$ cat config.mk
export PLATFORM = sky130hd
export DESIGN_NAME = enemy_formation
export DESIGN_NICKNAME = d
export VERILOG_FILES = /design/src/rtl/enemy_formation.sv
export SDC_FILE = /design/constraint.sdc
export NUM_CORES = 1
export LEC_CHECK = 0
export ABC_AREA = 1
export CORE_ASPECT_RATIO = 1.75
export CORE_MARGIN = 2
export CORE_UTILIZATION = 30
export DETAILED_ROUTE_END_ITERATION = 16
export PLACE_DENSITY = 0.57
export SYNTH_ARGS = -nofsm -noshare
export SYNTH_HDL_FRONTEND = slang
export SYNTH_SLANG_ARGS = --single-unit
$ cat constraint.sdc
create_clock -name clk -period 3.62 [get_ports clk]
set_input_delay 0.362 -clock clk [delete_from_list [all_inputs] [get_ports clk]]
set_output_delay 0.362 -clock clk [all_outputs]
set_load 0.005 [all_outputs]
$ cat src/rtl/enemy_formation.sv
// rtl/enemy_formation.sv - marching alien formation: movement FSM, bullet hits, sprite render
//
// Optional feature macro: SPEEDUP_EN (march period shortens as aliens die).
//
// Ports:
//   clk, reset                clock, asynchronous active-high reset
//   h_counter, v_counter      current VGA pixel position
//   bullet_x/y, bullet_valid  player bullet position and in-flight flag
//   R, G, B, pixel_on         registered pixel output, one clk after h/v
//   hit, hit_idx              one-cycle kill pulse and index row*N_COLS+col
//   alive_count               live aliens
//   all_dead, invaded         sticky end-of-game flags
module enemy_formation #(
  parameter int N_COLS   = 8,
  parameter int N_ROWS   = 4,
  parameter int SCALE    = 3,
  parameter int PITCH    = 32,
  parameter int STEP_X   = 4,
  parameter int STEP_Y   = 8,
  parameter int MOVE_DIV = 1000000,
  parameter int X_MIN    = 0,
  parameter int X_MAX    = 639,
  parameter int START_X  = 64,
  parameter int START_Y  = 40,
  parameter int Y_LOSE   = 440,
  localparam int N  = N_ROWS * N_COLS,
  localparam int IW = $clog2(N),
  localparam int CW = $clog2(N + 1)
) (
  input  logic          clk,
  input  logic          reset,
  input  logic [9:0]    h_counter,
  input  logic [9:0]    v_counter,
  input  logic [9:0]    bullet_x,
  input  logic [9:0]    bullet_y,
  input  logic          bullet_valid,
  output logic [7:0]    R,
  output logic [7:0]    G,
  output logic [7:0]    B,
  output logic          pixel_on,
  output logic          hit,
  output logic [IW-1:0] hit_idx,
  output logic [CW-1:0] alive_count,
  output logic          all_dead,
  output logic          invaded
);

  localparam int CTW = $clog2(MOVE_DIV + 1);

  // 11-bit working constants so sums near X_MAX cannot wrap
  localparam logic [10:0] PITCH_W = 11'(PITCH);
  localparam logic [10:0] BOX_W   = 11'(8 * SCALE);
  localparam logic [10:0] SCALE_W = 11'(SCALE);
  localparam logic [10:0] STEPX_W = 11'(STEP_X);
  localparam logic [10:0] STEPY_W = 11'(STEP_Y);
  localparam logic [10:0] XMIN_W  = 11'(X_MIN);
  localparam logic [10:0] XMAX_W  = 11'(X_MAX);
  localparam logic [10:0] YLOSE_W = 11'(Y_LOSE);
  localparam logic [10:0] NC_W    = 11'(N_COLS);
  localparam logic [10:0] NR_W    = 11'(N_ROWS);
  localparam logic [10:0] N_W     = 11'(N);

  typedef enum logic [2:0] {
    MOVE_R, MOVE_L, DROP_TO_L, DROP_TO_R, CLEARED, INVADED
  } state_t;

  state_t         state;
  logic [N-1:0]   alive;
  logic [10:0]    origin_x, origin_y;
  logic [CTW-1:0] move_cnt;
  logic [CTW-1:0] period_m1;
  logic           tick, frozen;

`ifdef SPEEDUP_EN
  localparam int P2 = ((MOVE_DIV >> 1) > 0) ? (MOVE_DIV >> 1) : 1;
  localparam int P4 = ((MOVE_DIV >> 2) > 0) ? (MOVE_DIV >> 2) : 1;
  localparam int P8 = ((MOVE_DIV >> 3) > 0) ? (MOVE_DIV >> 3) : 1;
  logic [CTW-1:0] period_m1_next;

  // Chosen continuously but only loaded at a counter wrap
  always_comb begin
    if (alive_count == CW'(1))
      period_m1_next = CTW'(P8 - 1);
    else if (alive_count <= CW'(N / 4))
      period_m1_next = CTW'(P4 - 1);
    else if (alive_count <= CW'(N / 2))
      period_m1_next = CTW'(P2 - 1);
    else
      period_m1_next = CTW'(MOVE_DIV - 1);
  end
`else
  assign period_m1 = CTW'(MOVE_DIV - 1);
`endif

  assign tick   = (move_cnt == period_m1);
  assign frozen = (state == CLEARED) || (state == INVADED);

  // Occupancy per column/row, then extreme live column/row indices
  logic [N_COLS-1:0] col_alive;
  logic [N_ROWS-1:0] row_alive;
  logic [10:0]       right_col, left_col, low_row;

  always_comb begin
    col_alive = '0;
    row_alive = '0;
    for (int r = 0; r < N_ROWS; r++)
      for (int c = 0; c < N_COLS; c++)
        if (alive[r*N_COLS+c]) begin
          col_alive[c] = 1'b1;
          row_alive[r] = 1'b1;
        end
  end

  always_comb begin
    right_col = '0;
    left_col  = '0;
    low_row   = '0;
    for (int c = 0; c < N_COLS; c++)
      if (col_alive[c]) right_col = 11'(c);
    for (int c = N_COLS - 1; c >= 0; c--)
      if (col_alive[c]) left_col = 11'(c);
    for (int r = 0; r < N_ROWS; r++)
      if (row_alive[r]) low_row = 11'(r);
  end

  // Edge decisions; right edge is one past the last sprite pixel
  logic [10:0] right_edge, left_edge, y_drop;
  logic        drop_r, drop_l, invade;

  always_comb begin
    right_edge = origin_x + right_col * PITCH_W + BOX_W;
    left_edge  = origin_x + left_col * PITCH_W;
    drop_r     = (right_edge + STEPX_W) > XMAX_W;
    drop_l     = left_edge < (XMIN_W + STEPX_W);
    y_drop     = origin_y + STEPY_W;
    invade     = (y_drop + low_row * PITCH_W + BOX_W) >= YLOSE_W;
  end

  // Bullet to cell mapping; points left of/above the origin are rejected
  // before the subtraction result is trusted
  logic [10:0] b_dx, b_dy, b_col, b_row, b_ox, b_oy, b_idx;
  logic        b_in, hit_now;

  always_comb begin
    b_dx  = {1'b0, bullet_x} - origin_x;
    b_dy  = {1'b0, bullet_y} - origin_y;
    b_col = b_dx / PITCH_W;
    b_row = b_dy / PITCH_W;
    b_ox  = b_dx % PITCH_W;
    b_oy  = b_dy % PITCH_W;
    b_idx = b_row * NC_W + b_col;
    b_in  = ({1'b0, bullet_x} >= origin_x) && ({1'b0, bullet_y} >= origin_y) &&
            (b_col < NC_W) && (b_row < NR_W) && (b_ox < BOX_W) && (b_oy < BOX_W) &&
            (b_idx < N_W);
    hit_now = bullet_valid && !frozen && b_in && alive[b_idx[IW-1:0]];
  end

  // Sprite bitmap, bit 7 is the leftmost pixel
  function automatic logic [7:0] sprite_row(input logic [2:0] r);
    case (r)
      3'd0:    sprite_row = 8'h3C;
      3'd1:    sprite_row = 8'h7E;
      3'd2:    sprite_row = 8'hFF;
      3'd3:    sprite_row = 8'hCF;
      3'd4:    sprite_row = 8'hFF;
      3'd5:    sprite_row = 8'h24;
      3'd6:    sprite_row = 8'h5A;
      default: sprite_row = 8'hA5;
    endcase
  endfunction

  logic [10:0] p_dx, p_dy, p_col, p_row, p_ox, p_oy, p_sx, p_sy, p_idx;
  logic [7:0]  p_bits;
  logic        p_in, pix_now;

  always_comb begin
    p_dx   = {1'b0, h_counter} - origin_x;
    p_dy   = {1'b0, v_counter} - origin_y;
    p_col  = p_dx / PITCH_W;
    p_row  = p_dy / PITCH_W;
    p_ox   = p_dx % PITCH_W;
    p_oy   = p_dy % PITCH_W;
    p_sx   = p_ox / SCALE_W;
    p_sy   = p_oy / SCALE_W;
    p_idx  = p_row * NC_W + p_col;
    p_in   = ({1'b0, h_counter} >= origin_x) && ({1'b0, v_counter} >= origin_y) &&
             (p_col < NC_W) && (p_row < NR_W) && (p_ox < BOX_W) && (p_oy < BOX_W) &&
             (p_sx < 11'd8) && (p_sy < 11'd8) && (p_idx < N_W);
    p_bits  = sprite_row(p_sy[2:0]);
    pix_now = p_in && alive[p_idx[IW-1:0]] && p_bits[3'd7 - p_sx[2:0]];
  end

  always_ff @(posedge clk or posedge reset) begin
    if (reset) begin
      state       <= MOVE_R;
      alive       <= '1;
      origin_x    <= 11'(START_X);
      origin_y    <= 11'(START_Y);
      move_cnt    <= '0;
`ifdef SPEEDUP_EN
      period_m1   <= CTW'(MOVE_DIV - 1);
`endif
      alive_count <= CW'(N);
      R           <= '0;
      G           <= '0;
      B           <= '0;
      pixel_on    <= 1'b0;
      hit         <= 1'b0;
      hit_idx     <= '0;
      all_dead    <= 1'b0;
      invaded     <= 1'b0;
    end else begin
      pixel_on <= pix_now;
      R        <= pix_now ? 8'hFF : 8'h00;
      G        <= 8'h00;
      B        <= 8'h00;
      hit      <= 1'b0;

      if (!frozen) begin
        move_cnt <= tick ? '0 : move_cnt + CTW'(1);
`ifdef SPEEDUP_EN
        if (tick) period_m1 <= period_m1_next;
`endif
        if (tick) begin
          case (state)
            MOVE_R: if (drop_r) state <= DROP_TO_L;
                    else        origin_x <= origin_x + STEPX_W;
            MOVE_L: if (drop_l) state <= DROP_TO_R;
                    else        origin_x <= origin_x - STEPX_W;
            DROP_TO_L: begin
              origin_y <= y_drop;
              state    <= invade ? INVADED : MOVE_L;
              invaded  <= invade;
            end
            DROP_TO_R: begin
              origin_y <= y_drop;
              state    <= invade ? INVADED : MOVE_R;
              invaded  <= invade;
            end
            default: state <= state;
          endcase
        end

        // Judged against the pre-move origin; overrides the state when it empties the grid
        if (hit_now) begin
          alive[b_idx[IW-1:0]] <= 1'b0;
          alive_count          <= alive_count - CW'(1);
          hit                  <= 1'b1;
          hit_idx              <= b_idx[IW-1:0];
          if (alive_count == CW'(1)) begin
            state    <= CLEARED;
            all_dead <= 1'b1;
            invaded  <= 1'b0;
          end
        end
      end
    end
  end

endmodule
# After elaboration in Yosys (flattened, before gate mapping)
# Index checks and enable logic that the tools add are counted.
# word_totals
word_cells	206
reg_bits	100
out_inout_bits	39
input_bits	43
# classes
eq_ne	15
n_reduce_logical	31
n_div	2
mux	102
add_sub_neg	18
n_lt_le_gt_ge	23
bitwise	3
# op_table
cell	count
$mux W6	15
$mux W1	68
$pmux W8 S6	1
$ge A10 B11 Y1	4
$sub A10 B11 Y11	4
$add A11 B11 Y11	3
$and A32 B32 Y32	1
$not A32 Y32	1
$mux W3	8
$add A11 B3 Y11 const B	2
$add A11 B5 Y11 const B	2
$div A5 B2 Y11 const B	2
$lt A11 B4 Y1 const B	2
$mux W11	2
$pmux W11 S2	1
$add A20 B1 Y20 const B	1
$add A9 B6 Y10	2
$eq A20 B20 Y1 const B	1
$logic_and A1 B1 Y1	20
$lt A10 B6 Y1 const B	2
$lt A5 B5 Y1 const B	4
$mux W20	1
$eq A3 B3 Y1 const B	5
$eq A3 B2 Y1 const B	4
29 further kinds	38

# Logic depth before layout (Yosys ltp)
# logic_depth
word_depth	20
depth_mapped	27

# Worst setup path after synthesis
# Ideal clock, no wire load.
# synth_timing
path_type	register -> register
from	register origin_x[6]
to	register alive[18]
setup_ns	0.058
stages_incl_launch_ff	24
arrival_ns	3.502
setup_slack_ns	0.060
n_path_buf	2
path_cell_list	dfstp_2 inv_1 ha_1 buf_6 nand2_1 clkinv_1 nand4_1 o2111ai_1 and2_2 or2_2 inv_1 fa_1 inv_1 nand2_1 nor2_1 nand2_1 nand2_1 nor2_1 nand3_2 inv_1 nand2_4 buf_12 o21ai_2 inv_1
# synth_lines
item	line_no	rtl
from (decl)	69	logic [10:0] origin_x, origin_y;
from (signal assigned)	197	origin_x <= 11'(START_X);
from (signal assigned)	227	else origin_x <= origin_x + STEPX_W;
from (signal assigned)	229	else origin_x <= origin_x - STEPX_W;
$sub A10 B11 Y11 *	145	b_dx = {1'b0, bullet_x} - origin_x;
$add A9 B6 Y10 *	151	b_idx = b_row * NC_W + b_col;
net b_idx[4]	141	logic [10:0] b_dx, b_dy, b_col, b_row, b_ox, b_oy, b_idx;
$lt A5 B6 Y1 (not written as such) or $ge A5 B1 Y1 (tied branches)	246	alive[b_idx[IW-1:0]] <= 1'b0;
$logic_and A1 B1 Y1 (not written as such)	246	
$mux W1 (not written as such)	246	
$demux W1 S5	246	
$not A32 Y32 (no source line)	-	
$and A32 B32 Y32 (no source line)	-	
to (signal assigned)	196	alive <= '1;
to (signal, indexed assignment)	246	
to (decl)	68	logic [N-1:0] alive;
# The timed path passes the listed nets; every way through them passes the cells marked *. The select of a mux whose other input is x is not followed.
# A chain may end at the register's enable or synchronous reset.

# Final worst setup path
# layout_timing
from	register origin_x[2]
to	register alive_count[5]
# layout_between
elab_chain_cells	10
# layout_lines
item	line_no	rtl
branches (longest 8 deep; another with $sub A10 B11 Y11)	-	
$logic_and A1 B1 Y1 *	155	hit_now = bullet_valid && !frozen && b_in && alive[b_idx[IW-1:0]];
$reduce_and A2 Y1 (no source line) *	-	
to (signal assigned)	203	alive_count <= CW'(N);
to (signal assigned)	247	alive_count <= alive_count - CW'(1);
to (decl)	43	output logic [CW-1:0] alive_count,
# Mark *: on every way between the ends. The select of a mux whose other input is x is not followed.

==> metrics.cfg <==
[run]
drv_cap = 0

[clocking]
cts_hold_buf = 0
cts_sinks = 87
clk_latency_ns = 0.37
cts_buffers = 9
cts_tree = done
cts.path.max_buffers = 2
htreeDepth = 3
clkTransAtPathRegs_ns = 0.07
clockRootBuffer = clkbuf_16

[routing]
vias = 8311
final_antenna_net_count = 0
post_drt_via_cell_ratio = 4.75
drtIter0Drc = 292
wirelength_mm = 25.2
drcViolationCount = 0
wl_per_cell_microns = 14.4
dr.pass1.iters = 5

[sta]
fin_crit_sh_pct = 97.5
worst_slack_ns = 0.0891
setup_viol = 0
finalCriticalPeriod_ns = 3.53
rsz0062_at_grt = yes
hold_viol_final = 0
maxSlewViolCount = 0
setup_tns_ns = 0
skew_ns = 0.00873
fmax_mhz = 283
timing.slew.headroom_pct = 28.8
worst_pin_slew_ns = 1.07

[worst_setup_path]
worstSetupEndpointType = register
slowest_stage = dfrtp_2
worstPathRequired_ns = 3.93
worstPathMaxFanout = 5
crit_buf_inv = 4
crit_chain = ha_4 -> inv_2 -> fa_2 -> nand3_2 -> a21oi_2 -> nor2_1 -> nand2_1 -> nand2_2 -> inv_2 -> ha_4 -> fa_2 -> xnor2_1 -> nand2_1 -> nor3_2 -> nand3_1 -> nor2_1 -> nand2_1 -> nor2_2 -> nand3b_4 -> nor2_4 -> buf_6 -> clkbuf_16 -> nand4_1 -> nand2_1
max_stage_delay_ns = 0.43
startpoint_type = register
crit_top_cell = nand2_1
criticalPathCategory = register to register
critical_path.top_delay_family = simple AND/OR/NAND/NOR gates
worstPathArrival_ns = 3.84

[die]
die_w_microns = 130
core_area_sq_um = 27300
start_util_pct = 30.6
std_cell_rows = 80
dieArea_sq_um = 29300
die_h_microns = 225
io_pins = 82

[power_and_ir_drop]
power.density_nw_per_um2 = 250
p_total_mw = 2.68
leakagePower_nw = 5.37
max-vdd-ir-drop_v = 0.000273

[synthesis]
ys_ff_latch = 87
async_reset_ff_share_pct = 100
syn_area_sq_um = 8370
ys_types = 54
synth_seq_area_share_pct = 26.6
syn_avg_cell_area_sq_um = 6.91
synth_ff_type = dfrtp_1
synthCells = 1212
synth_edf_count = 0
ys_warn_count = 0

[final_layout]
drive_gt1_share_pct = 21.3
n_fill_cell = 2790
final_common_cell = nand2_1
seq_area_sq_um = 2220
fin_nets = 1486
area_delta_synth_final_pct = 28.4
multi_input_area_sq_um = 5340
mostFrequentLayoutCells = 301 x nand2_1, 198 x inv_1, 107 x buf_4
n_antenna_cell = 0
post-route-util_pct = 39.3

[grt]
overflow = 0
grt_pass1_wl_mm = 39.8
grt_pass1_vias = 8054
grtUsageTotal_pct = 17.5
grt_max_degree = 58
antenna_found_initial = 0

[placement]
place.gp.congestion = 0.915
dp.final_hpwl_mm = 20.7
dpl_worst_slack_ns = -0.490
port_buffers = 65

[outcome]
outcome = completed

[hold_path]
holdCritPathClass = register to register

[sequential cells by signal, summed over array words and instances, names as in the netlist, 3 cells and up]
name / cells
alive_count: 6
state: 3
origin_x: 9
move_cnt: 20
alive: 32
origin_y: 8
hit_idx: 5
[power by group]
part / internal, mW / switching, mW
Combinational: 0.321 / 0.421
Sequential: 0.974 / 0.000105
Clock: 0.515 / 0.453
Total: 1.81 / 0.874
[cell type report]
cell class | count | share of cell area (%)
flip-flops and latches | 87 | 20.7
clock inverters | 6 | 0.443
multi-input cells | 883 | 49.7
well taps | 369 | 4.30
inverters | 214 | 7.51
repair buffers | 181 | 15.0
clock buffers | 10 | 2.33
[synthesized netlist by cell type, types with 25 or more instances]
master   count  area (sq um)
xor2_1      31           272
buf_4       25           188
a21oi_1     47           235
o21ai_0     57           285
ha_1        59           738
nand4_1     35           219
nand2_1    313          1170
nand3_1     79           395
o21ai_2     30           263
dfstp_2     36           946
dfrtp_1     51          1280
nor2_1      85           319
inv_1      210           788
[worst min-delay path: stages (launching register included)]
cell	delay (ns)
dfstp_2	0.38
o21ai_2	0.05
inv_1	0.03
[layer usage]
metal / wire (microns) / global-route usage [%] / vias to the layer above
li1: - / - / 4215
met1: 9490 / 18.4 / 3866
met5: 0 / 0 / -
met2: 13800 / 33.4 / 171
met4: 1200 / 8.98 / 0
met3: 678 / 1.80 / 59
[worst paths after layout]
check | start | end | slack (ns) | depth (start not counted)
worst min register to register | alive[3] | alive[3] | 0.45 | 2
min in group asynchronous | reset | alive_count[0] | 0.51 | 2
worst max-delay path | origin_x[2] | alive_count[5] | 0.09 | 24
worst min-delay path | alive[3] | alive[3] | 0.45 | 2
worst max register to register | origin_x[2] | alive_count[5] | 0.09 | 24
max in group asynchronous | reset | alive[6] | 2.21 | 3
[metrics by stage]
step / hold slack, ns / instances / instance area, sq um
5_1_grt: 0.472 / 1750 / 10700
3_5_place_dp: 0.445 / 1721 / 10000
2_1_floorplan: 0.432 / 1227 / 8430
3_3_place_gp: 0.440 / 1721 / 10000
4_1_cts: 0.456 / 1737 / 10300
6_report: 0.454 / 1750 / 10700
[kinds of logic (layout without fill, tap and decap cells)]
kind of cell / Yosys count / in the layout / share of synthesized area, %
and+or+nand+nor: 582 / 582 / 30.8
buffers and inverters: 257 / 411 / 13.7
AOI/OAI and AO/OA: 175 / 175 / 13.1
DFF: 87 / 87 / 26.6
adders and majority gates: 67 / 67 / 10.7
xor gates and xnor gates: 43 / 43 / 5.04
other: 1 / 16 / 0.0448
[repair_timing]
| item | 4_1_cts | 5_1_grt |
|---|---|---|
| pin swaps | 0 | 35 |
| gates resized for setup | 10 | 72 |
| endpoints found under the setup margin | 46 | 51 |
| cloned | 0 | 3 |
| setup buffers | 0 | 10 |
Power figures use the tool's default switching activity.
